`src/rtl/pipe_hazard_controller_pkg.sv`:
```
// Shared types for the pipelined hazard controller: ALU ops, forwarding selects,
// memory FSM states, result-source codes and the packed stage-control records.
package pipe_hazard_controller_pkg;

  typedef enum logic [3:0] {
    ALU_ADD    = 4'd0,
    ALU_SUB    = 4'd1,
    ALU_AND    = 4'd2,
    ALU_OR     = 4'd3,
    ALU_XOR    = 4'd4,
    ALU_SLT    = 4'd5,
    ALU_SLTU   = 4'd6,
    ALU_SLL    = 4'd7,
    ALU_SRL    = 4'd8,
    ALU_SRA    = 4'd9,
    ALU_PASS_B = 4'd10
  } alu_op_t;

  typedef enum logic [1:0] {
    FWD_RF = 2'b00,
    FWD_W  = 2'b01,
    FWD_M  = 2'b10
  } fwd_sel_t;

  typedef enum logic {
    M_IDLE = 1'b0,
    M_WAIT = 1'b1
  } mem_state_t;

  localparam logic [1:0] RES_ALU = 2'b00;
  localparam logic [1:0] RES_MEM = 2'b01;
  localparam logic [1:0] RES_PC4 = 2'b10;

  localparam logic [2:0] IMM_I = 3'b000;
  localparam logic [2:0] IMM_S = 3'b001;
  localparam logic [2:0] IMM_B = 3'b010;
  localparam logic [2:0] IMM_J = 3'b011;
  localparam logic [2:0] IMM_U = 3'b100;

  localparam logic [6:0] OP_LOAD   = 7'b0000011;
  localparam logic [6:0] OP_STORE  = 7'b0100011;
  localparam logic [6:0] OP_R      = 7'b0110011;
  localparam logic [6:0] OP_I      = 7'b0010011;
  localparam logic [6:0] OP_BRANCH = 7'b1100011;
  localparam logic [6:0] OP_JAL    = 7'b1101111;
  localparam logic [6:0] OP_JALR   = 7'b1100111;
  localparam logic [6:0] OP_LUI    = 7'b0110111;
  localparam logic [6:0] OP_AUIPC  = 7'b0010111;

  typedef struct packed {
    logic       reg_write;
    logic       mem_write;
    logic       jump;
    logic       branch;
    logic [2:0] funct3;
    logic [1:0] result_src;
    logic       alu_src_a;
    logic       alu_src_b;
    alu_op_t    alu_op;
  } de_ctrl_t;

  typedef struct packed {
    logic       reg_write;
    logic       mem_write;
    logic [1:0] result_src;
  } em_ctrl_t;

  typedef struct packed {
    logic       reg_write;
    logic [1:0] result_src;
  } mw_ctrl_t;

  // alu_class: 00 add (address calc), 01 sub (branch compare), 10 funct-decoded, 11 pass B (lui)
  function automatic alu_op_t alu_decode(input logic [1:0] alu_class,
                                         input logic [2:0] funct3,
                                         input logic       funct7b5,
                                         input logic       op_b5);
    alu_op_t op;
    op = ALU_ADD;
    case (alu_class)
      2'b00: op = ALU_ADD;
      2'b01: op = ALU_SUB;
      2'b11: op = ALU_PASS_B;
      default: begin
        case (funct3)
          3'b000:  op = (op_b5 && funct7b5) ? ALU_SUB : ALU_ADD;
          3'b001:  op = ALU_SLL;
          3'b010:  op = ALU_SLT;
          3'b011:  op = ALU_SLTU;
          3'b100:  op = ALU_XOR;
          3'b101:  op = funct7b5 ? ALU_SRA : ALU_SRL;
          3'b110:  op = ALU_OR;
          default: op = ALU_AND;
        endcase
      end
    endcase
    return op;
  endfunction

endpackage

```
`src/rtl/pipe_hazard_controller_ctrl_stage_reg.sv`:
```
// Pipeline control register with hold (en low) and bubble insertion (clr high).
module ctrl_stage_reg #(
  parameter int W = 8
) (
  input  logic         clk,
  input  logic         rst,
  input  logic         en,
  input  logic         clr,
  input  logic [W-1:0] d,
  output logic [W-1:0] q
);

  always_ff @(posedge clk) begin
    if (rst || clr) begin
      q <= '0;
    end else if (en) begin
      q <= d;
    end
  end

endmodule

```
`src/rtl/pipe_hazard_controller.sv`:
```
// Five-stage RV32I control path: decode, hazard/forwarding, branch flush and memory handshake.
// Optional BRANCH_FULL_EN selects the branch condition from funct3 (else BEQ-only).
//
// state  | meaning
// M_IDLE | no access outstanding; an access acked this cycle completes with zero wait
// M_WAIT | access outstanding; waiting for mem_ack_m or wait-counter timeout
module pipe_hazard_controller
  import pipe_hazard_controller_pkg::*;
#(
  parameter int REG_ADDR_W = 5,
  parameter int MAX_WAIT   = 15,
  parameter int WAIT_CNT_W = $clog2(MAX_WAIT + 1)
) (
  input  logic                  clk,
  input  logic                  rst,
  input  logic [31:0]           instr_d,
  input  logic                  zero_e,
  input  logic                  lt_e,
  input  logic                  ltu_e,
  input  logic                  mem_ack_m,
  output logic [2:0]            imm_src_d,
  output logic                  stall_f,
  output logic                  stall_d,
  output logic                  flush_d,
  output logic                  flush_e,
  output logic                  pc_src_e,
  output fwd_sel_t              forward_a_e,
  output fwd_sel_t              forward_b_e,
  output logic                  alu_src_a_e,
  output logic                  alu_src_b_e,
  output alu_op_t               alu_op_e,
  output logic [1:0]            result_src_e,
  output logic [1:0]            result_src_w,
  output logic                  mem_req_m,
  output logic                  mem_write_m,
  output logic                  reg_write_m,
  output logic                  reg_write_w,
  output logic [REG_ADDR_W-1:0] rd_w,
  output logic                  mem_err
);

  localparam int DE_W = $bits(de_ctrl_t) + 3 * REG_ADDR_W;
  localparam int EM_W = $bits(em_ctrl_t) + REG_ADDR_W;
  localparam int MW_W = $bits(mw_ctrl_t) + REG_ADDR_W;
  localparam logic [WAIT_CNT_W-1:0] MAX_CNT = WAIT_CNT_W'(MAX_WAIT);

  logic [6:0]            opcode_d;
  logic [REG_ADDR_W-1:0] rs1_d, rs2_d, rd_d;
  logic [1:0]            alu_class_d;
  de_ctrl_t              dec_d;

  de_ctrl_t              de_e;
  logic [REG_ADDR_W-1:0] rs1_e, rs2_e, rd_e;
  em_ctrl_t              em_d, em_m;
  logic [REG_ADDR_W-1:0] rd_m;
  mw_ctrl_t              mw_d, mw_w;

  logic [DE_W-1:0] de_q;
  logic [EM_W-1:0] em_q;
  logic [MW_W-1:0] mw_q;

  mem_state_t            mem_state;
  logic [WAIT_CNT_W-1:0] wait_cnt;
  logic                  access_m, mem_stall, lw_stall, cond, branch_taken;

  assign opcode_d = instr_d[6:0];
  assign rs1_d    = instr_d[15 +: REG_ADDR_W];
  assign rs2_d    = instr_d[20 +: REG_ADDR_W];
  assign rd_d     = instr_d[7 +: REG_ADDR_W];

  always_comb begin
    dec_d        = '0;
    alu_class_d  = 2'b00;
    imm_src_d    = IMM_I;
    dec_d.funct3 = instr_d[14:12];
    case (opcode_d)
      OP_LOAD: begin
        dec_d.reg_write  = 1'b1;
        dec_d.alu_src_b  = 1'b1;
        dec_d.result_src = RES_MEM;
      end
      OP_STORE: begin
        dec_d.mem_write = 1'b1;
        dec_d.alu_src_b = 1'b1;
        imm_src_d       = IMM_S;
      end
      OP_R: begin
        dec_d.reg_write = 1'b1;
        alu_class_d     = 2'b10;
      end
      OP_I: begin
        dec_d.reg_write = 1'b1;
        dec_d.alu_src_b = 1'b1;
        alu_class_d     = 2'b10;
      end
      OP_BRANCH: begin
        dec_d.branch = 1'b1;
        imm_src_d    = IMM_B;
        alu_class_d  = 2'b01;
      end
      OP_JAL: begin
        dec_d.reg_write  = 1'b1;
        dec_d.jump       = 1'b1;
        dec_d.result_src = RES_PC4;
        imm_src_d        = IMM_J;
      end
      OP_JALR: begin
        dec_d.reg_write  = 1'b1;
        dec_d.jump       = 1'b1;
        dec_d.alu_src_b  = 1'b1;
        dec_d.result_src = RES_PC4;
      end
      OP_LUI: begin
        dec_d.reg_write = 1'b1;
        dec_d.alu_src_b = 1'b1;
        imm_src_d       = IMM_U;
        alu_class_d     = 2'b11;
      end
      OP_AUIPC: begin
        dec_d.reg_write = 1'b1;
        dec_d.alu_src_a = 1'b1;
        dec_d.alu_src_b = 1'b1;
        imm_src_d       = IMM_U;
      end
      default: ;
    endcase
    dec_d.alu_op = alu_decode(alu_class_d, instr_d[14:12], instr_d[30], instr_d[5]);
  end

  // During a memory stall everything upstream of W freezes and W receives bubbles
  ctrl_stage_reg #(.W(DE_W)) u_de_reg (
    .clk (clk),
    .rst (rst),
    .en  (!mem_stall),
    .clr (flush_e),
    .d   ({dec_d, rs1_d, rs2_d, rd_d}),
    .q   (de_q)
  );
  assign {de_e, rs1_e, rs2_e, rd_e} = de_q;

  assign em_d.reg_write  = de_e.reg_write;
  assign em_d.mem_write  = de_e.mem_write;
  assign em_d.result_src = de_e.result_src;

  ctrl_stage_reg #(.W(EM_W)) u_em_reg (
    .clk (clk),
    .rst (rst),
    .en  (!mem_stall),
    .clr (1'b0),
    .d   ({em_d, rd_e}),
    .q   (em_q)
  );
  assign {em_m, rd_m} = em_q;

  assign mw_d.reg_write  = em_m.reg_write;
  assign mw_d.result_src = em_m.result_src;

  ctrl_stage_reg #(.W(MW_W)) u_mw_reg (
    .clk (clk),
    .rst (rst),
    .en  (1'b1),
    .clr (mem_stall),
    .d   ({mw_d, rd_m}),
    .q   (mw_q)
  );
  assign {mw_w, rd_w} = mw_q;

  assign alu_src_a_e  = de_e.alu_src_a;
  assign alu_src_b_e  = de_e.alu_src_b;
  assign alu_op_e     = de_e.alu_op;
  assign result_src_e = de_e.result_src;
  assign reg_write_m  = em_m.reg_write;
  assign reg_write_w  = mw_w.reg_write;
  assign result_src_w = mw_w.result_src;

  always_comb begin
    forward_a_e = FWD_RF;
    forward_b_e = FWD_RF;
    if (em_m.reg_write && rd_m != '0 && rd_m == rs1_e)      forward_a_e = FWD_M;
    else if (mw_w.reg_write && rd_w != '0 && rd_w == rs1_e) forward_a_e = FWD_W;
    if (em_m.reg_write && rd_m != '0 && rd_m == rs2_e)      forward_b_e = FWD_M;
    else if (mw_w.reg_write && rd_w != '0 && rd_w == rs2_e) forward_b_e = FWD_W;
  end

`ifdef BRANCH_FULL_EN
  always_comb begin
    cond = 1'b0;
    case (de_e.funct3)
      3'b000:  cond = zero_e;
      3'b001:  cond = !zero_e;
      3'b100:  cond = lt_e;
      3'b101:  cond = !lt_e;
      3'b110:  cond = ltu_e;
      3'b111:  cond = !ltu_e;
      default: cond = 1'b0;
    endcase
  end
  logic unused_instr_bits;
  assign unused_instr_bits = ^{instr_d[31], instr_d[29:25]};
`else
  assign cond = zero_e;
  logic unused_instr_bits;
  assign unused_instr_bits = ^{instr_d[31], instr_d[29:25], lt_e, ltu_e, de_e.funct3};
`endif

  assign branch_taken = de_e.branch && cond;
  assign access_m     = em_m.mem_write || (em_m.result_src == RES_MEM);
  assign mem_req_m    = (mem_state == M_WAIT) || access_m;
  assign mem_write_m  = mem_req_m && em_m.mem_write;
  assign mem_stall    = ((mem_state == M_IDLE) && access_m && !mem_ack_m) ||
                        ((mem_state == M_WAIT) && !mem_ack_m && (wait_cnt != MAX_CNT));

  assign lw_stall = (de_e.result_src == RES_MEM) && (rd_e != '0) &&
                    ((rd_e == rs1_d) || (rd_e == rs2_d));

  assign pc_src_e = (branch_taken || de_e.jump) && !mem_stall;
  assign flush_d  = pc_src_e;
  assign flush_e  = !mem_stall && (pc_src_e || lw_stall);
  // A taken branch/jump discards the dependent instruction, so the load-use stall is moot
  assign stall_f  = mem_stall || (lw_stall && !pc_src_e);
  assign stall_d  = stall_f;

  always_ff @(posedge clk) begin
    if (rst) begin
      mem_state <= M_IDLE;
      wait_cnt  <= '0;
      mem_err   <= 1'b0;
    end else begin
      case (mem_state)
        M_IDLE: begin
          if (access_m && !mem_ack_m) begin
            mem_state <= M_WAIT;
            wait_cnt  <= '0;
          end
        end
        M_WAIT: begin
          if (mem_ack_m) begin
            mem_state <= M_IDLE;
            wait_cnt  <= '0;
          end else if (wait_cnt == MAX_CNT) begin
            mem_state <= M_IDLE;
            wait_cnt  <= '0;
            mem_err   <= 1'b1;
          end else begin
            wait_cnt <= wait_cnt + 1'b1;
          end
        end
        default: mem_state <= M_IDLE;
      endcase
    end
  end

endmodule

```
`config.mk`:
```
export PLATFORM = sky130hd
export DESIGN_NAME = pipe_hazard_controller
export DESIGN_NICKNAME = d
export VERILOG_FILES = /design/src/rtl/pipe_hazard_controller_pkg.sv /design/src/rtl/pipe_hazard_controller_ctrl_stage_reg.sv /design/src/rtl/pipe_hazard_controller.sv
export SDC_FILE = /design/constraint.sdc
export NUM_CORES = 1
export LEC_CHECK = 0
export ABC_AREA = 0
export BUFFER_PORTS_ARGS = -buffer_cell sky130_fd_sc_hd__clkbuf_2
export CORE_ASPECT_RATIO = 0.6
export CORE_MARGIN = 4
export CORE_UTILIZATION = 52
export DETAILED_ROUTE_END_ITERATION = 10
export GPL_TIMING_DRIVEN = 0
export PLACE_DENSITY = 0.81
export SLEW_MARGIN = 20
export SYNTH_ARGS = -nofsm -noshare
export SYNTH_HDL_FRONTEND = slang
export SYNTH_SLANG_ARGS = --single-unit
```
`constraint.sdc`:
```
create_clock -name clk -period 2.5 [get_ports clk]
set_input_delay 0 -clock clk [delete_from_list [all_inputs] [get_ports clk]]
set_output_delay 0 -clock clk [all_outputs]
set_load 0.005 [all_outputs]
```
# [Yosys cells after proc, flatten, opt, wreduce, memory -nomap -nowiden]
# Cells that the tools add are included.
[word_totals] mem_bits_rw=0 reg_bits=53 elab_cells=104 memories=0 mem_bits_ro=0 latchBits=0
[classes] n_addsub=1 n_reduce_logical=42 mux=25 n_div=0 n_eq_ne=28 multipliers=0 n_shift=0 magnitude_cmp=0 bitwise=2
[op_table] cell="$eq A5 B5 Y1" count=6
[op_table] cell="$pmux W4 S7" count=1
[op_table] cell="$eq A7 B6 Y1 const B" count=3
[op_table] cell="$eq A7 B7 Y1 const B" count=3
[op_table] cell="$logic_and A1 B1 Y1" count=19
[op_table] cell="$reduce_bool A5 Y1" count=3
[op_table] cell="$eq A7 B5 Y1 const B" count=2
[op_table] cell="$mux W1" count=13
[op_table] cell="$mux W4" count=3
[op_table] cell="$pmux W3 S4" count=1
[op_table] cell="$pmux W4 S3" count=1
[op_table] cell="$eq A3 B3 Y1 const B" count=3
[op_table] cell="$logic_or A1 B1 Y1" count=9
[op_table] cell="$pmux W4 S2" count=1
[op_table] cell="$eq A7 B2 Y1 const B" count=1
[op_table] cell="$reduce_or A7 Y1" count=1
[op_table] cell="$eq A2 B1 Y1 const B" count=3
[op_table] cell="$eq A3 B2 Y1 const B" count=2
[op_table] cell="$pmux W2 S3" count=1
[op_table] cell="$reduce_or A2 Y1" count=3
[op_table] cell="$reduce_or A6 Y1" count=1
[op_table] cell="$add A4 B1 Y4 const B" count=1
[op_table] cell="$eq A4 B4 Y1 const B" count=1
[op_table] cell="$mux W2" count=2
[op_table] cell="11 further kinds" count=14

# [Longest topological paths before layout]
[depth] word_depth=10 mapped_depth=9 ltp_nobuf=6

# [By module]
# From an unflattened synthesis, not the netlist that was laid out.
[hier_totals] hier_cells=292 area_unflattened_um2=2717.6
[modules_own_cells] mod="ctrl_stage_reg at u_de_reg" seq_area_each_um2=600.6 cells_each=98 n_inst=1 area_each_um2=1127.3
[modules_own_cells] mod="pipe_hazard_controller" seq_area_each_um2=120.1 cells_each=137 n_inst=1 area_each_um2=965.9
[modules_own_cells] mod="ctrl_stage_reg at u_em_reg" seq_area_each_um2=180.2 cells_each=30 n_inst=1 area_each_um2=329.1
[modules_own_cells] mod="ctrl_stage_reg at u_mw_reg" seq_area_each_um2=160.2 cells_each=27 n_inst=1 area_each_um2=295.3

# [Worst setup path after synthesis]
# OpenSTA, ideal clock, no wires.
[synth_path] path_kind="register to register" start="reg wait_cnt[0]" end="reg u_de_reg.q[26]" setup_ns=0.117 stages_incl_launch_ff=9 required_ns=2.383 synth_period_minus_slack_ns=1.811 path_slack_ns=0.689 arrival_ns=1.693 cell_sequence="dfxtp_1 > ha_1 > nand3_1 > and2_1 > buf_6 > o31ai_4 > buf_4 > nor3_1 > a32o_1"
[synth_between] elab_chain_len=8
[synth_rtl] item="from (decl)" line="pipe_hazard_controller.sv:63" rtl="logic [WAIT_CNT_W-1:0] wait_cnt;"
[synth_rtl] item="from (signal assigned)" line="pipe_hazard_controller.sv:245" rtl="wait_cnt <= wait_cnt + 1'b1;"
[synth_rtl] item="$ne A4 B4 Y1 (*)" line="pipe_hazard_controller.sv:211" rtl="((mem_state == M_WAIT) && !mem_ack_m && (wait_cnt != MAX_CNT));"
[synth_rtl] item="$logic_and A1 B1 Y1 (*)" line="pipe_hazard_controller.sv:211"
[synth_rtl] item="$logic_or A1 B1 Y1 (*)" line="pipe_hazard_controller.sv:210" rtl="assign mem_stall = ((mem_state == M_IDLE) && access_m && !mem_ack_m) ||"
[synth_rtl] item="$logic_not A1 Y1" line="pipe_hazard_controller.sv:216, pipe_hazard_controller.sv:218"
[synth_rtl] item="$logic_and A1 B1 Y1" line="pipe_hazard_controller.sv:216" rtl="assign pc_src_e = (branch_taken || de_e.jump) && !mem_stall;"
[synth_rtl] item="$logic_or A1 B1 Y1" line="pipe_hazard_controller.sv:218" rtl="assign flush_e = !mem_stall && (pc_src_e || lw_stall);"
[synth_rtl] item="$logic_and A1 B1 Y1" line="pipe_hazard_controller.sv:218"
[synth_rtl] item="$logic_or A1 B1 Y1" line="pipe_hazard_controller_ctrl_stage_reg.sv:14" rtl="if (rst || clr) begin"
[synth_rtl] item="to (signal assigned)" line="pipe_hazard_controller_ctrl_stage_reg.sv:15" rtl="q <= '0;"
[synth_rtl] item="to (signal assigned)" line="pipe_hazard_controller_ctrl_stage_reg.sv:17" rtl="q <= d;"
[synth_rtl] item="to (decl)" line="pipe_hazard_controller_ctrl_stage_reg.sv:10" rtl="output logic [W-1:0] q"
# Mark *: on every way between the ends. The rest lies on a longest branch, timed or not.
# A chain may end at the register's enable or synchronous reset.

# [Worst setup path after layout]
[layout_path] start="reg wait_cnt[0]" end="out stall_f"
[layout_between] elab_chain_len=8
[layout_rtl] item="$ne A4 B4 Y1 (*)" line="pipe_hazard_controller.sv:211"
[layout_rtl] item="$logic_and A1 B1 Y1 (*)" line="pipe_hazard_controller.sv:211"
[layout_rtl] item="$logic_or A1 B1 Y1 (*)" line="pipe_hazard_controller.sv:210"
[layout_rtl] item="$logic_not A1 Y1" line="pipe_hazard_controller.sv:216"
[layout_rtl] item="$logic_and A1 B1 Y1" line="pipe_hazard_controller.sv:216"
[layout_rtl] item="$logic_not A1 Y1" line="pipe_hazard_controller.sv:220" rtl="assign stall_f = mem_stall || (lw_stall && !pc_src_e);"
[layout_rtl] item="$logic_and A1 B1 Y1" line="pipe_hazard_controller.sv:220"
[layout_rtl] item="$logic_or A1 B1 Y1 (*)" line="pipe_hazard_controller.sv:220"
[layout_rtl] item="to (decl)" line="pipe_hazard_controller.sv:22" rtl="output logic stall_f,"
# Marked as above.

==> impl_metrics.csv <==
group,metric,value,unit
synth,synth_cell_types,48,
synth,synthAdderAreaFrac,0.485,%
critical_path,cp-end-kind,"primary output",
sta,worst_slew_pin_slew,0.491,ns
global_routing,gr-total-overflow,0,
placement,place.gp.congestion,0.826,
synth,synth_top_area_cell,"dfxtp_1",
global_routing,grt_max_degree,16,
floorplan,row_count,19,
sta,fin_skew,0.00564,ns
critical_path,crit_type,"reg -> out",
final_layout,layout.nets,424,
critical_path,worstPathCellList,"ha_1 > nand3_1 > and2_1 > buf_6 > nor2_2 > clkbuf_2 > o21ai_1 > buf_4 > clkbuf_2",
floorplan,coreArea,4680,µm²
synth,synth_cells,305,
critical_path,path_common_cell,"clkbuf_2",
global_routing,antenna_found_initial,0,
route,drc_errors,0,
critical_path,cp.required,2.50,ns
floorplan,die_area,6180,µm²
sta,slew_headroom,67.2,%
sta,setup_ws,0.204,ns
run,cap_violations,0,
global_routing,grt_pass1_vias,2307,
critical_path,start_kind,"flop",
critical_path,r2r_cells,8,
hold_path,whs_path_depth,3,
placement,dp_hpwl,5120,µm
route,wl_per_cell,14.9,µm
route,postRouteAntennaNets,0,
final_layout,fin_cells,449,
synth,ys_seq_elements,49,
synth,ys.flop_type,"dfxtp_1",
placement,dp.cells,427,
hold_path,hold_path.startpoint,"instr_d[22]",
critical_path,cp-startpoint,"wait_cnt[0]$_SDFFE_PP0P_",
floorplan,start_util,55.0,%
synth,synth_nets,344,
placement,port_buffers,59,
clocking,ctsLongestPathBuffers,2,
placement,post-place-ws,0.394,ns
clocking,cts_setup_buffers,0,
clocking,htreeDepth,2,
sta,tns,0,ns
final_layout,stdcell_area,3220,µm²
synth,synth_simple_gate_area_share,28.9,%
sta,finalCritPeriodShare,91.8,%
hold_path,hold_class,"in -> reg",
critical_path,r2r-start,"wait_cnt[0]$_SDFFE_PP0P_",
power_and_ir_drop,ir_drop,0.304,mV
sta,slew_viol_final,0,
synth,synth-xor-area-share,10.5,%
floorplan,pin_count,70,
synth,yosys-top-cells-area,"dfxtp_1, xor2_1, nor2_1, nor4_1, nand2_1",
global_routing,grt_pass1_wl,11200,µm
power_and_ir_drop,p_leak,0.00144,µW
final_layout,diodes,0,
route,drt-initial-drc-count,142,
global_routing,grtUsageMet3,5.80,%
sta,rsz0062_at_grt,"false",
global_routing,top_usage_layer,"met2",
clocking,cts_root_buffer,"clkbuf_8",
synth,yosys.area.top_type_share,38.1,%
final_layout,area_growth,24.8,%
critical_path,cp_slowest_cell,"dfxtp_1",
synth,syn-cell-area,2580,µm²
synth,synth_edf_count,0,
global_routing,grt.total_usage,22.1,%
critical_path,rrSetupSlack,0.39,ns
power_and_ir_drop,p_per_area,497,nW/µm²
outcome,status,"finished clean",
synth,yosys_warnings,0,
synth,yosys-top-cells-count,"dfxtp_1, nor2_1, nand2_1",
synth,synth.avg_cell_area,8.45,µm²
synth,synth_compound_area_share,13.7,%
global_routing,grt_util_met1,32.0,%
route,routed_wl,6690,µm
clocking,numCtsBuffers,5,
critical_path,max_stage_delay,0.39,ns
sta,setup_violations,0,
floorplan,die_h,62.5,µm
clocking,clkSlewWorstSetupHoldPaths,0.09,ns
critical_path,crit_fanout,10,
route,via_count,2486,
synth,synth_top_family_by_area,"simple AND/OR/NAND/NOR gates",
sta,finalHoldViolCount,0,
placement,dpl-instance-area,2950,µm²
critical_path,critPathArrivalTime,2.30,ns
synth,synthMuxAreaShare,0.825,%
route,via_per_inst,5.54,
synth,seq_area_frac_synth,38.1,%
route,drt_pass1_iterations,8,
synth,synth_most_common_cell,"dfxtp_1",
synth,async_flop_share,0,%
clocking,cts_sinks,49,
global_routing,use_met2,32.3,%
clocking,clk_latency,0.31,ns
final_layout,layout-drive-gt1-share,26.4,%
floorplan,die_w,98.9,µm
power_and_ir_drop,power,1600,µW
sta,fin_crit,2.30,ns
clocking,cts_tree,"built",
sta,max_clock_freq,436,MHz
cell type report:
class	count	area, µm²
Sequential cell	49	983
Clock buffer	6	82.6
Inverter	4	15.0
Fill cell	372	1470
Timing Repair Buffer	73	435
Clock inverter	2	37.5
Buffer	27	180
Multi-Input combinational cell	225	1400
Tap cell	63	78.8
metal layers:
metal,wire length (µm),vias up
li1,-,1225
met1,3230,1150
met3,583,9
met5,0,-
met4,66,0
met2,2810,102
cells by family after synthesis:
group / count (synthesis)
xor gates and xnor gates: 31
adders and majority gates: 1
buffers and inverters: 31
AOI/OAI and AO/OA: 46
and+or+nand+nor: 145
muxes: 2
DFF: 49
through the flow:
stage | hold WS (ns) | utilization (%)
after floorplan | 0.0691 | -
after global placement | 0.266 | 63.0
after detailed placement | 0.266 | 63.0
after CTS | 0.00427 | 68.4
after global routing | 0.0124 | 68.7
final | 0.0324 | 68.7
timing repair:
action                                  in CTS  in global routing
hold buffers                                13                  1
endpoints found under the setup margin       0                  2
resized for setup                            0                  5
endpoints found under the hold margin       16                  1
cells in the final DEF (no fill, tap or decap), drive strengths merged, types with 6 or more instances in the layout:
master | netlist | layout
a21oi | 15 | 15
a32o | 10 | 10
and3 | 8 | 8
buf | 20 | 20
clkbuf | 7 | 72
dfxtp | 49 | 49
dlygate4sd3 | 0 | 14
nand2 | 27 | 27
nand3 | 6 | 6
nor2 | 48 | 48
nor3 | 11 | 11
nor4 | 20 | 20
o21ai | 6 | 6
xnor2 | 7 | 7
xor2 | 24 | 24
worst paths after layout:
kind	to
worst max-delay path	stall_f
worst min-delay path	u_de_reg.q[7]$_SDFFE_PP0N_
worst max register to register	u_de_reg.q[20]$_SDFFE_PP0N_
worst min register to register	u_em_reg.q[8]$_SDFFE_PP0N_
report_power, final:
part           internal [µW]  total (µW)  switching [µW]
clock network            325         595             270
logic                   87.7         171            82.9
registers                802         832            30.7
total                   1210        1600             383
state kept, by name, indices dropped and copies added, names as in the netlist:
register,flops
mem_err,1
wait_cnt,4
mem_state,1
u_em_reg.q,9
u_de_reg.q,26
u_mw_reg.q,8
critical path: cells and delay by family, from the launching register on:
kind	cells	cell delay, ns
buf+inv	4	0.66
simple gates	3	0.59
flops	1	0.39
fa+ha+maj	1	0.21
compound gates	1	0.12
(Power assumes the default switching activity.)
